## src/rtl/regfile_pkg.sv

```systemverilog
// Shared constants, FSM state type and the fill-pattern helper for the
// register-file init checker.
package regfile_pkg;

    localparam int unsigned XLEN  = 64;
    localparam int unsigned NREGS = 32;
    localparam int unsigned ZREG  = 31;
    localparam int unsigned AW    = 5;
    localparam int unsigned CNTW  = 6;

    typedef enum logic [1:0] {
        StIdle,
        StWrite,
        StRead,
        StDone
    } state_e;

    // Fill pattern: plain index, or Seed+index (wraps mod 2^XLEN).
    function automatic logic [XLEN-1:0] pattern(input logic mode,
                                               input logic [XLEN-1:0] seed,
                                               input logic [AW-1:0] idx);
        logic [XLEN-1:0] ext;
        ext = {{(XLEN-AW){1'b0}}, idx};
        return mode ? (seed + ext) : ext;
    endfunction

endpackage

```

## src/rtl/regfile_err_accum.sv

```systemverilog
// Read-back comparator: counts mismatching buses and records the lowest
// mismatching register index of the current pass.
module regfile_err_accum
    import regfile_pkg::*;
(
    input  logic            clk_i,
    input  logic            rst_ni,
    input  logic            clear_i,
    input  logic            check_i,
    input  logic [AW-2:0]   pair_i,
    input  logic [XLEN-1:0] bus_a_i,
    input  logic [XLEN-1:0] bus_b_i,
    input  logic [XLEN-1:0] exp_a_i,
    input  logic [XLEN-1:0] exp_b_i,
    output logic [CNTW-1:0] err_count_o,
    output logic [AW-1:0]   first_err_o
);

    logic            mis_a;
    logic            mis_b;
    logic [CNTW:0]   sum;
    logic [CNTW-1:0] err_count_d, err_count_q;
    logic [AW-1:0]   first_err_d, first_err_q;

    // Next error count / first-error index from this cycle's compare.
    always_comb begin
        mis_a       = check_i && (bus_a_i != exp_a_i);
        mis_b       = check_i && (bus_b_i != exp_b_i);
        sum         = {1'b0, err_count_q} + {{CNTW{1'b0}}, mis_a} + {{CNTW{1'b0}}, mis_b};
        err_count_d = err_count_q;
        first_err_d = first_err_q;
        if (clear_i) begin
            err_count_d = '0;
            first_err_d = '0;
        end else if (check_i) begin
            err_count_d = (sum > (CNTW+1)'(NREGS)) ? CNTW'(NREGS) : sum[CNTW-1:0];
            // Only the first mismatch of a pass sets the index; A (even) beats B.
            if (err_count_q == '0) begin
                if (mis_a) begin
                    first_err_d = {pair_i, 1'b0};
                end else if (mis_b) begin
                    first_err_d = {pair_i, 1'b1};
                end
            end
        end
    end

    // Accumulator state.
    always_ff @(posedge clk_i or negedge rst_ni) begin
        if (!rst_ni) begin
            err_count_q <= '0;
            first_err_q <= '0;
        end else begin
            err_count_q <= err_count_d;
            first_err_q <= first_err_d;
        end
    end

    assign err_count_o = err_count_q;
    assign first_err_o = first_err_q;

endmodule

```

## config.mk

```make
export PLATFORM = sky130hd
export DESIGN_NAME = regfile_err_accum
export DESIGN_NICKNAME = d
export VERILOG_FILES = /design/src/rtl/regfile_pkg.sv /design/src/rtl/regfile_err_accum.sv
export SDC_FILE = /design/constraint.sdc
export NUM_CORES = 1
export LEC_CHECK = 0
export ABC_AREA = 1
export BUFFER_PORTS_ARGS = -buffer_cell sky130_fd_sc_hd__buf_2
export CAP_MARGIN = 20
export CORE_AREA = 4 4 106 108
export CTS_CLUSTER_DIAMETER = 60
export CTS_CLUSTER_SIZE = 24
export DETAILED_ROUTE_END_ITERATION = 7
export DIE_AREA = 0 0 110 112
export PLACE_DENSITY = 0.74
export SLEW_MARGIN = 30
export SYNTH_ARGS = -nofsm -noshare
export SYNTH_HDL_FRONTEND = slang
export SYNTH_SLANG_ARGS = --single-unit
```

## constraint.sdc

```tcl
create_clock -name clk_i -period 4.6 [get_ports clk_i]
set_input_delay 0.46 -clock clk_i [delete_from_list [all_inputs] [get_ports clk_i]]
set_output_delay 0.46 -clock clk_i [all_outputs]
set_load 0.01 [all_outputs]
```

Word-level counts from Yosys, hierarchy flattened --
Cells that the tools add are included.
Storage, ports and cells: register bits after elaboration 11, input port bits 264, output and inout bits 11, word-level logic and storage cells 22
Operators by class: add/subtract/negate cells 2, order comparisons 1, eq/ne operators 2, muxes and demuxes 8, reductions and logical operators 7
Operator list (number):
- $ne 64x64->1 | 2
- $mux 5 | 5
- $mux 6 | 3
- $add 6x1->7 | 1
- $add 7x1->7 | 1
- $gt 7x6->1 const B | 1
- $logic_not 6->1 | 1
- $reduce_bool 2->1 | 2
- $reduce_and 3->1 | 1
- $reduce_bool 3->1 | 1
- $logic_and 1x1->1 | 2

Longest topological paths before layout --
Gate-level depths: netlist of the first run.
depth after elaboration 8, depth in mapped cells 21, depth with buffers taken out 21

Worst setup path after synthesis of the first run --
OpenSTA, ideal clock, no wires.
kind input-to-reg, start input bus_a_i[56], end register err_count_q[3], in the netlist err_count_o[3], setup time 82 ps, arrival 2268 ps, setup slack 2250 ps, stages on the path 21, path buffers 0, path through nand2_1 -> inv_1 -> nor2_1 -> nor2_1 -> nand2_1 -> nor2_1 -> nand2_1 -> nor2_1 -> nand2_1 -> nand2_1 -> fa_1 -> inv_1 -> ha_1 -> nand2_1 -> inv_2 -> nor2_1 -> nor3_1 -> nand3_1 -> a21oi_2 -> nand2_1 -> o22ai_1
On the way: word-level cells in the longest chain between the ends 8
Ends and longest elaborated chain:
- start: declaration | RTL line regfile_err_accum.sv:11 | input logic [XLEN-1:0] bus_a_i,
- $ne 64x64->1 * | RTL line regfile_err_accum.sv:27 | mis_a = check_i && (bus_a_i != exp_a_i);
- $logic_and 1x1->1 * | RTL line regfile_err_accum.sv:27
- $add 6x1->7 * | RTL line regfile_err_accum.sv:29 | sum = {1'b0, err_count_q} + {{CNTW{1'b0}}, mis_a} + {{CNTW{1'b0}}, mis_b};
- $add 7x1->7 * | RTL line regfile_err_accum.sv:29
- $gt 7x6->1 | RTL line regfile_err_accum.sv:36 | err_count_d = (sum > (CNTW+1)'(NREGS)) ? CNTW'(NREGS) : sum[CNTW-1:0];
- $mux 6 * | RTL line regfile_err_accum.sv:36
- $mux 6 * | RTL line regfile_err_accum.sv:35 | end else if (check_i) begin
- $mux 6 * | RTL line regfile_err_accum.sv:32 | if (clear_i) begin
- end signal: assignment | RTL line regfile_err_accum.sv:54 | err_count_q <= err_count_d;
- end: declaration | RTL line regfile_err_accum.sv:22 | logic [CNTW-1:0] err_count_d, err_count_q;
Mark *: on every way between the ends. The rest lies on a longest branch, timed or not. The select of a mux whose other input is x is not followed. A chain may end at the register's enable or synchronous reset.

Worst setup path after layout of the first run --
start input bus_a_i[61], end register err_count_q[3], in the netlist err_count_o[3]
The elaborated chain is that of the path after synthesis.

==> results of run 1 <==
==> cell type report <==
| cell class | count | area share |
|---|---|---|
| clock buffer | 4 | 0.0100 |
| timing repair buffer | 274 | 0.305 |
| multi-input combinational | 462 | 0.468 |
| sequential | 11 | 0.0613 |
| tap | 136 | 0.0379 |
| inverter | 141 | 0.118 |
==> cells by family (layout without fill, tap and decap cells) <==
family | Yosys count | count (layout) | share of synthesized area
buffers and inverters | 141 | 419 | 0.182
and+or+nand+nor | 395 | 395 | 0.528
xor gates and xnor gates | 54 | 54 | 0.163
AOI/OAI and AO/OA | 11 | 11 | 0.0211
DFF | 11 | 11 | 0.0947
adders and majority gates | 2 | 2 | 0.0112
==> cells in the final DEF, fill, tap and decap left out <==
cell	netlist	layout
fa_1	1	1
nor3_1	1	1
nand3_1	8	8
o21ai_1	4	4
clkbuf_1	0	1
nor2_1	151	151
nand4_1	6	6
inv_1	137	137
a21oi_1	1	1
nand3_4	1	1
inv_2	3	3
nand3_2	2	2
o22ai_1	2	2
xnor2_1	4	4
o21ai_0	3	3
ha_1	1	1
a21oi_2	1	1
dfrtp_1	11	11
nand2_1	226	226
buf_2	0	274
clkinv_1	1	1
clkbuf_8	0	3
xor2_1	50	50
==> stage by stage <==
step	power (mW)	cell area (µm²)	std cells	util
after floorplan	0.260	2910	614	-
after global placement	0.423	4450	1024	0.435
after detailed placement	0.429	4450	1024	0.435
after CTS	0.527	4490	1028	0.439
after global routing	0.580	4490	1028	0.439
final	0.522	4490	1028	0.439
==> power by group through the flow <==
stage	Clock [mW]	Combinational (mW)	Sequential (mW)
6_report	0.0954	0.319	0.107
5_1_grt	0.106	0.367	0.108
4_1_cts	0.0978	0.322	0.107
3_5_place_dp	0	0.321	0.109
3_3_place_gp	0	0.314	0.109
2_1_floorplan	0	0.149	0.111
==> worst reg2reg max path, cell delays in order, from the launching register on <==
cell     delay [ns]
dfrtp_1        0.33
inv_1          0.08
fa_1           0.41
inv_1          0.08
ha_1           0.16
nand2_1        0.09
o21ai_0        0.24
nand3_1        0.13
a21oi_2        0.20
nand2_1        0.07
o22ai_1        0.12
==> sequential cells by signal, summed over array words and instances, names as in the netlist <==
name	flops
err_count_o	6
first_err_o	5
==> layer usage <==
metal	GRT usage	wire length, µm
met1	0.167	3980
met2	0.290	5130
met3	0.0359	1140
met4	0.0208	98
met5	0	0
==> how the worst min path moves through the flow <==
stage	start	end	slack (ns)
3_3_place_gp	rst_ni	first_err_o[0]$_DFFE_PN0P_	0.34
6_report	rst_ni	first_err_o[0]$_DFFE_PN0P_	0.09
3_5_place_dp	rst_ni	first_err_o[0]$_DFFE_PN0P_	0.34
5_1_grt	rst_ni	first_err_o[0]$_DFFE_PN0P_	0.10
2_1_floorplan	rst_ni	err_count_o[0]$_DFFE_PN0P_	0.16
4_1_cts	rst_ni	err_count_o[0]$_DFFE_PN0P_	0.09
==> summary.md, run 1 <==
| Metric | Value |
|---|---|
| Status | `complete, no violations` |
| Crit-path cells | `buf_2 > nand2_1 > inv_1 > nor2_1 > nor2_1 > nand2_1 > nor2_1 > nand2_1 > nor2_1 > nand2_1 > nand2_1 > fa_1 > inv_1 > ha_1 > nand2_1 > o21ai_0 > nand3_1 > a21oi_2 > nand2_1 > o22ai_1` |
| Detailed Routing Iterations Pass 1 | `4` |
| All-layer global routing usage | `0.151` |
| Core footprint | `0.0102 mm²` |
| Critical path required time | `4.75 ns` |
| Worst Setup Slack, final | `2.08 ns` |
| R2R setup slack | `2.61 ns` |
| Initial core utilization | `0.284` |
| WL/cell | `10.1 µm` |
| Post-synth top cells | `nand2_1, nor2_1, inv_1` |
| Clock sinks | `11` |
| DR vias | `4153` |
| Flip-flop and latch area | `275 µm²` |
| Yosys warning total | `0` |
| Die span in y | `112 µm` |
| Setup TNS | `0 ns` |
| Routed vias/inst | `4.04` |
| Combinational power share | `0.611` |
| Number of global-route vias before repair | `3709` |
| Max-Cap Viols | `0` |
| Register area share after synthesis | `0.0947` |
| CTS tree | `built` |
| Ant. Diodes | `0` |
| FF-to-FF End | `err_count_o[3]$_DFFE_PN0P_` |
| Die Width | `110 µm` |
| Std-Cell Rows | `37` |
| Register bit total from synthesis | `11` |
| Setup violators final | `0` |
| DRT antenna net count | `0` |
| Filler cell count | `1156` |
| Post-CTS Hold Buffers | `0` |
| Post-DP HPWL | `9620 µm` |
| Yosys top cell area share | `0.292` |
| Initial antenna violation count | `0` |
| Routed wire length | `10300 µm` |
| Worst Setup EP | `err_count_o[3]$_DFFE_PN0P_` |
| CTS root buf | `clkbuf_8` |
| GRT overflow | `0` |
| Fmax | `0.397 GHz` |
| Crit path DAT | `2.67 ns` |
| Most frequent CP cell | `nand2_1` |
| Drt first-iter violations | `146` |
| Synth Area per Inst | `4.73 µm²` |
| Leakage power | `3.14 nW` |
| CTS Buf Count | `3` |
| Clock power frac | `0.183` |
| Tcrit/Tclk final | `0.548` |
| Crit-path max cell delay | `0.38 ns` |
| Die area | `0.0123 mm²` |
| Latest clock arrival within the worst-skew pair | `0.23 ns` |
| Clock period minus worst slack | `2.52 ns` |
| Layout cell share with drive strength beyond 1 | `0.318` |
| Post-synth ARST share | `1.00` |
| Post-CTS Setup Inserts | `0` |
| Max-slew headroom | `0.796` |
| EDFF count, synth | `0` |
| Combined area of the multi-input logic cells | `0.00210 mm²` |
| R2R depth | `10` |
| IO Pins | `275` |
| PortBufs | `274` |
| Startpoint types | `input pin` |
| Synth Instances | `614` |
| Pre-CTS setup slack | `1.82 ns` |
| Switch Pwr | `0.198 mW` |
| Dominant synthesized flop cell | `dfrtp_1` |
| Netlist cell types | `20` |
| Resize count post-CTS | `0` |
| Min-delay worst type | `input pin to async pin` |
| Clock Skew | `0.000808 ns` |
| Switch share | `0.380` |
| Net count after synthesis | `880` |
| Cell Area, Synth | `0.00291 mm²` |
| Critical Path Source | `bus_a_i[61]` |
| Final hold viol count | `0` |
| GPL Wtd Cong | `0.973` |
| First-pass GRT wire length | `15200 µm` |
| Largest net degree at the start of global routing | `12` |
| Slew @ Worst Pin | `0.305 ns` |
| Sequential power share | `0.206` |
| Net count, final | `1159` |
| CP Class | `input pin to flop` |
| Remaining DRCs | `0` |
| CP top delay family | `simple AND/OR/NAND/NOR gates` |
| Crit Reg-Reg Startpoint | `err_count_o[0]$_DFFE_PN0P_` |
| Max Buffers Root-to-Sink | `2` |
| Area leader, netlist | `nand2_1` |
| Worst Hold Margin | `0.0900 ns` |
| Count leader, synth | `nand2_1` |
| WP buf/inv | `3` |
| Max VDD drop | `71.4 µV` |
| RSZ-0062 raised after global routing | `false` |
| Layout area overhead | `54.6%` |
| Internal Power | `0.323 mW` |
| Synth top area cells | `nand2_1, nor2_1, inv_1` |
| Clock-pin slew on the worst setup and hold paths | `0.05 ns` |
| Crit-path max FO | `4` |
| Cell Pwr Density | `116 mW/mm²` |
| H-tree levels | `1` |
| Max Slew Vio Count | `0` |
| Critical-path cell with the highest stage delay | `fa_1` |
| Crit end category | `flop` |
| Critical Path Stages | `20` |
No activity file was read; power rests on OpenSTA's default activity.
==> inputs of run 2 (changes only) <==
Settings changed: CORE_AREA 4 4 106 108 to 4 4 104 106, DIE_AREA 0 0 110 112 to 0 0 108 110, PLACE_DENSITY 0.74 to 0.76.
Clock period 4.6 ns to 2.5 ns, I/O delays scaled along.
==> run 2 against run 1 <==
  * Global-route usage rose by 1.3 points
  * Critical path depth did not move
  * Setup slack got worse by 1.9 ns
  * Final cell count barely moved
  * Non-clock buffer count rose by 4
  * Design area rose by 2.3%
  * Clock power rose by 83%
  * Sequential cell count did not move
  * Die area fell by 3.6%
  * Combinational power rose by 89%
  * Clock skew rose by 0.0033 ns
  * Via count rose by 0.31%
  * Largest cell class unchanged
==> summary.md, run 2 (synthesis gave the netlist of run 1 again) <==
| Metric | Value |
|---|---|
| Max-slew headroom | `0.767 (-0.0292)` |
| Remaining DRCs | `0 (unchanged)` |
| Filler cell count | `1066 (-7.8%)` |
| Combined area of the multi-input logic cells | `0.00218 mm² (+3.6%)` |
| Crit Reg-Reg Startpoint | `err_count_o[0]$_DFFE_PN0P_` |
| GRT overflow | `0 (unchanged)` |
| Max Slew Vio Count | `0 (unchanged)` |
| IO Pins | `275 (unchanged)` |
| Clock Skew | `0.00415 ns (+0.00334 ns)` |
| WL/cell | `10.3 µm (+2.0%)` |
| Layout area overhead | `58.2%` |
| Final instance area | `0.00460 mm² (+2.3%)` |
| Initial antenna violation count | `0 (unchanged)` |
| Final hold viol count | `0 (unchanged)` |
| Max-Cap Viols | `0 (unchanged)` |
| GPL Wtd Cong | `0.891 (-8.4%)` |
| GR Layer Usage met1 | `0.178 (+0.0110)` |
| Initial core utilization | `0.297 (+0.0133)` |
| Combinational power share | `0.617 (+0.006)` |
| Routed wire length | `10600 µm (+2.1%)` |
| Flip-flop and latch area | `275 µm² (unchanged)` |
| CTS Buf Count | `3 (unchanged)` |
| First-pass GRT wire length | `16100 µm (+5.5%)` |
| CP Class | `input pin to flop` |
| PortBufs | `274 (unchanged)` |
| Clock-pin slew on the worst setup and hold paths | `0.05 ns (about the same)` |
| Min-delay worst type | `input pin to flop` |
| Die area | `0.0119 mm² (-3.6%)` |
| Status | `complete, no violations` |
| Ant. Diodes | `0 (unchanged)` |
| Met2 Use GR | `0.323 (+0.0332)` |
| FF-to-FF End | `err_count_o[3]$_DFFE_PN0P_` |
| Startpoint types | `input pin` |
| Worst Setup EP | `err_count_o[3]$_DFFE_PN0P_` |
| Max Buffers Root-to-Sink | `2 (unchanged)` |
| Setup violators final | `0 (unchanged)` |
| Switch share | `0.383 (+0.00243)` |
| Crit-path max FO | `4 (unchanged)` |
| Die span in y | `110 µm (-1.8%)` |
| Max VDD drop | `127 µV (+78%)` |
| Slew @ Worst Pin | `0.349 ns (+0.0437 ns)` |
| Worst Hold Margin | `0.308 ns (+0.218 ns)` |
| Routed vias/inst | `4.05 (+0.22%)` |
| Top Usage Layer GRT | `met2` |
| Internal Power | `0.602 mW (+86%)` |
| Std-Cell Rows | `36 (-2.7%)` |
| Core footprint | `0.00977 mm² (-4.5%)` |
| Placed Cells | `1024 (unchanged)` |
| Most frequent cells in the layout | `buf_2, nand2_1, nor2_1` |
| Routing usage on met3 | `0.0367 (+0.000750)` |
| CTS tree | `built` |
| Switch Pwr | `0.373 mW (+88%)` |
| R2R depth | `12 (+2)` |
| Net count, final | `1163 (+0.35%)` |
| Post-CTS Setup Inserts | `0 (unchanged)` |
| R2R setup slack | `0.49 ns (-2.12 ns)` |
| Crit end category | `flop` |
| Max reg flops | `6 (unchanged)` |
| Tcrit/Tclk final | `0.919` |
| Commonest non-fill, non-tap cell in the layout | `buf_2` |
| H-tree levels | `1 (unchanged)` |
| Latest clock arrival within the worst-skew pair | `0.23 ns (about the same)` |
| Detailed Routing Iterations Pass 1 | `4 (unchanged)` |
| Drt first-iter violations | `140 (-4.1%)` |
| Clock power frac | `0.180 (-0.003)` |
| Cell Pwr Density | `212 mW/mm² (+83%)` |
| Critical Path Source | `exp_b_i[42]` |
| Die Width | `108 µm (-1.8%)` |
| Layout cell share with drive strength beyond 1 | `0.344 (+0.0254)` |
| Largest net degree at the start of global routing | `12 (unchanged)` |
| Number of global-route vias before repair | `3881 (+4.6%)` |
| Critical path required time | `2.65 ns (-2.10 ns)` |
| Crit path DAT | `2.45 ns (-0.22 ns)` |
| Post-place instance area | `0.00447 mm² (+0.42%)` |
| Post-DP HPWL | `9730 µm (+1.2%)` |
| All-layer global routing usage | `0.164 (+0.0131)` |
| Sequential power share | `0.203 (-0.003)` |
| Fmax | `0.435 GHz` |
| DRT antenna net count | `0 (unchanged)` |
| Clock sinks | `11 (unchanged)` |
| DR vias | `4166 (+0.31%)` |
| CTS root buf | `clkbuf_8` |
| Setup TNS | `0 ns (unchanged)` |
| Leakage power | `3.16 nW (+0.61%)` |
| Clock period minus worst slack | `2.30 ns` |
| Finished Layout Cells | `1029 (+0.097%)` |
| RSZ-0062 raised after global routing | `true` |
==> run 2: metrics by stage <==
step,utilization,setup WS (ns),power [mW]
after floorplan,-,0.360,0.479
after global placement,0.457,-0.0223,0.777
after detailed placement,0.457,-0.0662,0.789
after CTS,0.463,0.167,0.969
after global routing,0.470,-0.0394,1.08
final,0.470,0.202,0.975
==> run 2: worst min-delay path by stage <==
stage                   start                          to  slack (ns)  cells after the start
finish              pair_i[2]  first_err_o[3]$_DFFE_PN0P_        0.31                      5
global route        pair_i[1]  first_err_o[2]$_DFFE_PN0P_        0.33                      5
CTS                 pair_i[3]  first_err_o[4]$_DFFE_PN0P_        0.31                      5
floorplan              rst_ni  err_count_o[0]$_DFFE_PN0P_       -0.05                      0
detailed placement     rst_ni  first_err_o[3]$_DFFE_PN0P_        0.13                      1
global placement       rst_ni  first_err_o[3]$_DFFE_PN0P_        0.13                      1
==> run 2: final cells by class <==
cell class	count	share of cell area
inverters	141	0.115
flip-flops and latches	11	0.0599
repair buffers	278	0.305
multi-input cells	462	0.474
well taps	133	0.0362
clock buffers	4	0.00980
==> run 2: metal layers <==
metal / part of all wire / vias up
li1: - / 2305
met5: 0 / -
met2: 0.50 / 174
met4: 0.020 / 0
met3: 0.11 / 16
met1: 0.37 / 1671
==> run 2: power groups by stage <==
stage	registers [mW]	logic [mW]	clock network, mW
2_1_floorplan	0.205	0.274	0
3_3_place_gp	0.200	0.577	0
3_5_place_dp	0.200	0.589	0
4_1_cts	0.197	0.593	0.180
5_1_grt	0.199	0.687	0.191
6_report	0.198	0.602	0.175
==> run 2: critical path, stage by stage <==
cell and delay (ns):
buf_2 0.10, xor2_1 0.19, nor2_1 0.07, nand2_1 0.09, nor2_2 0.05, nand2_1 0.05
nor2_1 0.04, nand2_1 0.10, nand2_2 0.07, fa_2 0.33, inv_2 0.08, ha_4 0.14
nand2_2 0.06, inv_2 0.07, nor2_2 0.04, nor3_1 0.17, nand3_1 0.11, a21oi_2 0.22
nand2_1 0.07, o22ai_1 0.14
==> run 2: what timing repair did <==
item,in CTS,in global routing
resized for setup,0,22
hold buffers,1,0
endpoints found under the setup margin,0,4
endpoints found under the hold margin,11,0
==> inputs of run 3 (changes only) <==
Settings changed: RECOVER_POWER set to 50.
==> run 3 against run 2 <==
  * Core utilization decreased by 0.077 points
  * Critical path type unchanged
  * Via count decreased by 0.12%
  * Die area unchanged
  * Wire length about the same
  * Non-clock buffer count unchanged
  * Final cell count unchanged
  * Clock power about the same
  * Clock skew about the same
==> summary.md, run 3 (synthesis gave the netlist of run 1 again) <==
| Metric | Value |
|---|---|
| Final instance area | `0.00459 mm² (-0.16%)` |
| Crit path DAT | `2.45 ns (about the same)` |
| Max-slew headroom | `0.607 (-0.160)` |
| Max Slew Vio Count | `0 (unchanged)` |
| Commonest non-fill, non-tap cell in the layout | `buf_2` |
| Die span in y | `110 µm (unchanged)` |
| IO Pins | `275 (unchanged)` |
| DR vias | `4161 (-0.12%)` |
| Drt first-iter violations | `139 (-0.71%)` |
| Critical-path cell with the highest stage delay | `fa_2` |
| Initial core utilization | `0.297 (unchanged)` |
| Setup TNS | `0 ns (unchanged)` |
| CTS tree | `built` |
| Net count, final | `1163 (unchanged)` |
| Placed Cells | `1024 (unchanged)` |
| PortBufs | `274 (unchanged)` |
| Crit-path cells | `buf_2 > xor2_1 > nor2_1 > nand2_1 > nor2_2 > nand2_1 > nor2_1 > nand2_1 > nand2_2 > fa_2 > inv_2 > ha_4 > nand2_2 > inv_2 > nor2_2 > nor3_1 > nand3_1 > a21oi_2 > nand2_1 > o22ai_1` |
| Post-place instance area | `0.00447 mm² (unchanged)` |
| Most frequent CP cell | `nand2_1` |
| FF-to-FF End | `err_count_o[3]$_DFFE_PN0P_` |
| First-pass GRT wire length | `16100 µm (unchanged)` |
| Layout cell share with drive strength beyond 1 | `0.337 (-0.00670)` |
| Clock Skew | `0.00416 ns (+0.00000581 ns)` |
| Startpoint types | `input pin` |
| R2R depth | `12 (unchanged)` |
| Crit-path max FO | `4 (unchanged)` |
| GRT overflow | `0 (unchanged)` |
| CTS Buf Count | `3 (unchanged)` |
| CTS root buf | `clkbuf_8` |
| Crit end category | `flop` |
| Power consumption | `0.973 mW (-0.24%)` |
| H-tree levels | `1 (unchanged)` |
| Die Width | `108 µm (unchanged)` |
| Die area | `0.0119 mm² (unchanged)` |
| Core footprint | `0.00977 mm² (unchanged)` |
| Tcrit/Tclk final | `0.919 (about the same)` |
| Clock period minus worst slack | `2.30 ns (-0.000111 ns)` |
| Max reg flops | `6 (unchanged)` |
| Final hold viol count | `0 (unchanged)` |
| Max VDD drop | `127 µV (about the same)` |
| Largest net degree at the start of global routing | `12 (unchanged)` |
| WL/cell | `10.3 µm (about the same)` |
| Max Buffers Root-to-Sink | `2 (unchanged)` |
| Post-CTS Setup Inserts | `0 (unchanged)` |
| Most frequent cells in the layout | `buf_2, nand2_1, nor2_1` |
| Cell Pwr Density | `212 mW/mm² (about the same)` |
| Clock sinks | `11 (unchanged)` |
| R2R setup slack | `0.49 ns (about the same)` |
| Number of global-route vias before repair | `3881 (unchanged)` |
| Slew @ Worst Pin | `0.590 ns (+0.241 ns)` |
| Setup violators final | `0 (unchanged)` |
| RSZ-0062 raised after global routing | `true` |
| Clock-pin slew on the worst setup and hold paths | `0.05 ns (about the same)` |
| Layout area overhead | `57.9%` |
| Std-Cell Rows | `36 (unchanged)` |
| Critical path required time | `2.65 ns (about the same)` |
| Hold Path Origin | `pair_i[2]` |
| Min-delay worst type | `input pin to flop` |
| Crit Reg-Reg Startpoint | `err_count_o[0]$_DFFE_PN0P_` |
| Leakage power | `3.14 nW (-0.68%)` |
| Crit-path max cell delay | `0.33 ns (about the same)` |
| Status | `complete, no violations` |
| Finished Layout Cells | `1029 (unchanged)` |
| Hold EP | `first_err_o[3]$_DFFE_PN0P_` |
| Worst hold path stage count | `5 (unchanged)` |
| Remaining DRCs | `0 (unchanged)` |
| Latest clock arrival within the worst-skew pair | `0.23 ns (about the same)` |
| DRT antenna net count | `0 (unchanged)` |
| Routed wire length | `10600 µm (about the same)` |
| Fmax | `0.435 GHz (about the same)` |
| All-layer global routing usage | `0.164 (unchanged)` |
| Post-DP HPWL | `9730 µm (unchanged)` |
| Max-Cap Viols | `0 (unchanged)` |
| Routed vias/inst | `4.04 (-0.12%)` |
| Initial antenna violation count | `0 (unchanged)` |
| CP Class | `input pin to flop` |
| Ant. Diodes | `0 (unchanged)` |
| Worst Setup Slack, final | `0.202 ns (+0.000111 ns)` |
| GPL Wtd Cong | `0.891 (unchanged)` |
| Detailed Routing Iterations Pass 1 | `4 (unchanged)` |
| Pre-CTS setup slack | `-0.0662 ns (unchanged)` |
==> run 3: changes by cell type in the layout (fill, tap and decap cells not counted) <==
| cell | previous run | this run |
|---|---|---|
| buf_2 | 274 | 268 |
| clkbuf_1 | 1 | 7 |
==> run 3: report_power, final <==
group,leakage [nW],switching (mW),internal (mW)
clock,0.0228,0.0637,0.112
sequential,0.148,0.00886,0.190
combinational,2.97,0.301,0.298
==> run 3: per-layer routing <==
layer | vias up | part of all wire | global-route usage
met5 | - | 0 | 0
met4 | 0 | 0.020 | 0.0343
met3 | 16 | 0.11 | 0.0367
met2 | 174 | 0.50 | 0.323
met1 | 1666 | 0.37 | 0.178
li1 | 2305 | - | -
==> run 3: worst max path at each step <==
stage,from,endpoint,slack (ns),depth (start not counted)
5_1_grt,bus_a_i[30],err_count_o[3]$_DFFE_PN0P_,-0.04,21
2_1_floorplan,bus_a_i[56],err_count_o[3]$_DFFE_PN0P_,0.36,21
4_1_cts,exp_b_i[32],err_count_o[3]$_DFFE_PN0P_,0.17,20
6_report,exp_b_i[42],err_count_o[3]$_DFFE_PN0P_,0.20,20
3_5_place_dp,exp_b_i[32],err_count_o[3]$_DFFE_PN0P_,-0.07,20
3_3_place_gp,exp_b_i[32],err_count_o[3]$_DFFE_PN0P_,-0.02,20
==> run 3: critical path: cells and delay by family <==
| family | cells | cell delay, ns |
|---|---|---|
| AOI/OAI and AO/OA | 2 | 0.36 |
| xor gates and xnor gates | 1 | 0.19 |
| adders and majority gates | 2 | 0.47 |
| buffers and inverters | 3 | 0.25 |
| and+or+nand+nor | 12 | 0.92 |
==> run 3: cell type report <==
| class | instances | area [µm²] |
|---|---|---|
| fillers | 1068 | 5180 |
| flip-flops and latches | 11 | 275 |
| well taps | 133 | 166 |
| clock buffers | 4 | 45.0 |
| inverters | 141 | 529 |
| repair buffers | 278 | 1400 |
| multi-input cells | 462 | 2180 |
==> run 3: per-stage QoR <==
step | util | hold WS [ns]
after detailed placement | 0.457 | 0.132
after floorplan | - | -0.0456
after global routing | 0.470 | 0.328
after global placement | 0.457 | 0.131
final | 0.470 | 0.308
after CTS | 0.463 | 0.310
==> run 3: repair_timing <==
| item | CTS | global route |
|---|---|---|
| hold endpoints to repair | 11 | 0 |
| hold buffers | 1 | 0 |
| endpoints found under the setup margin | 0 | 4 |
| resized for setup | 0 | 22 |
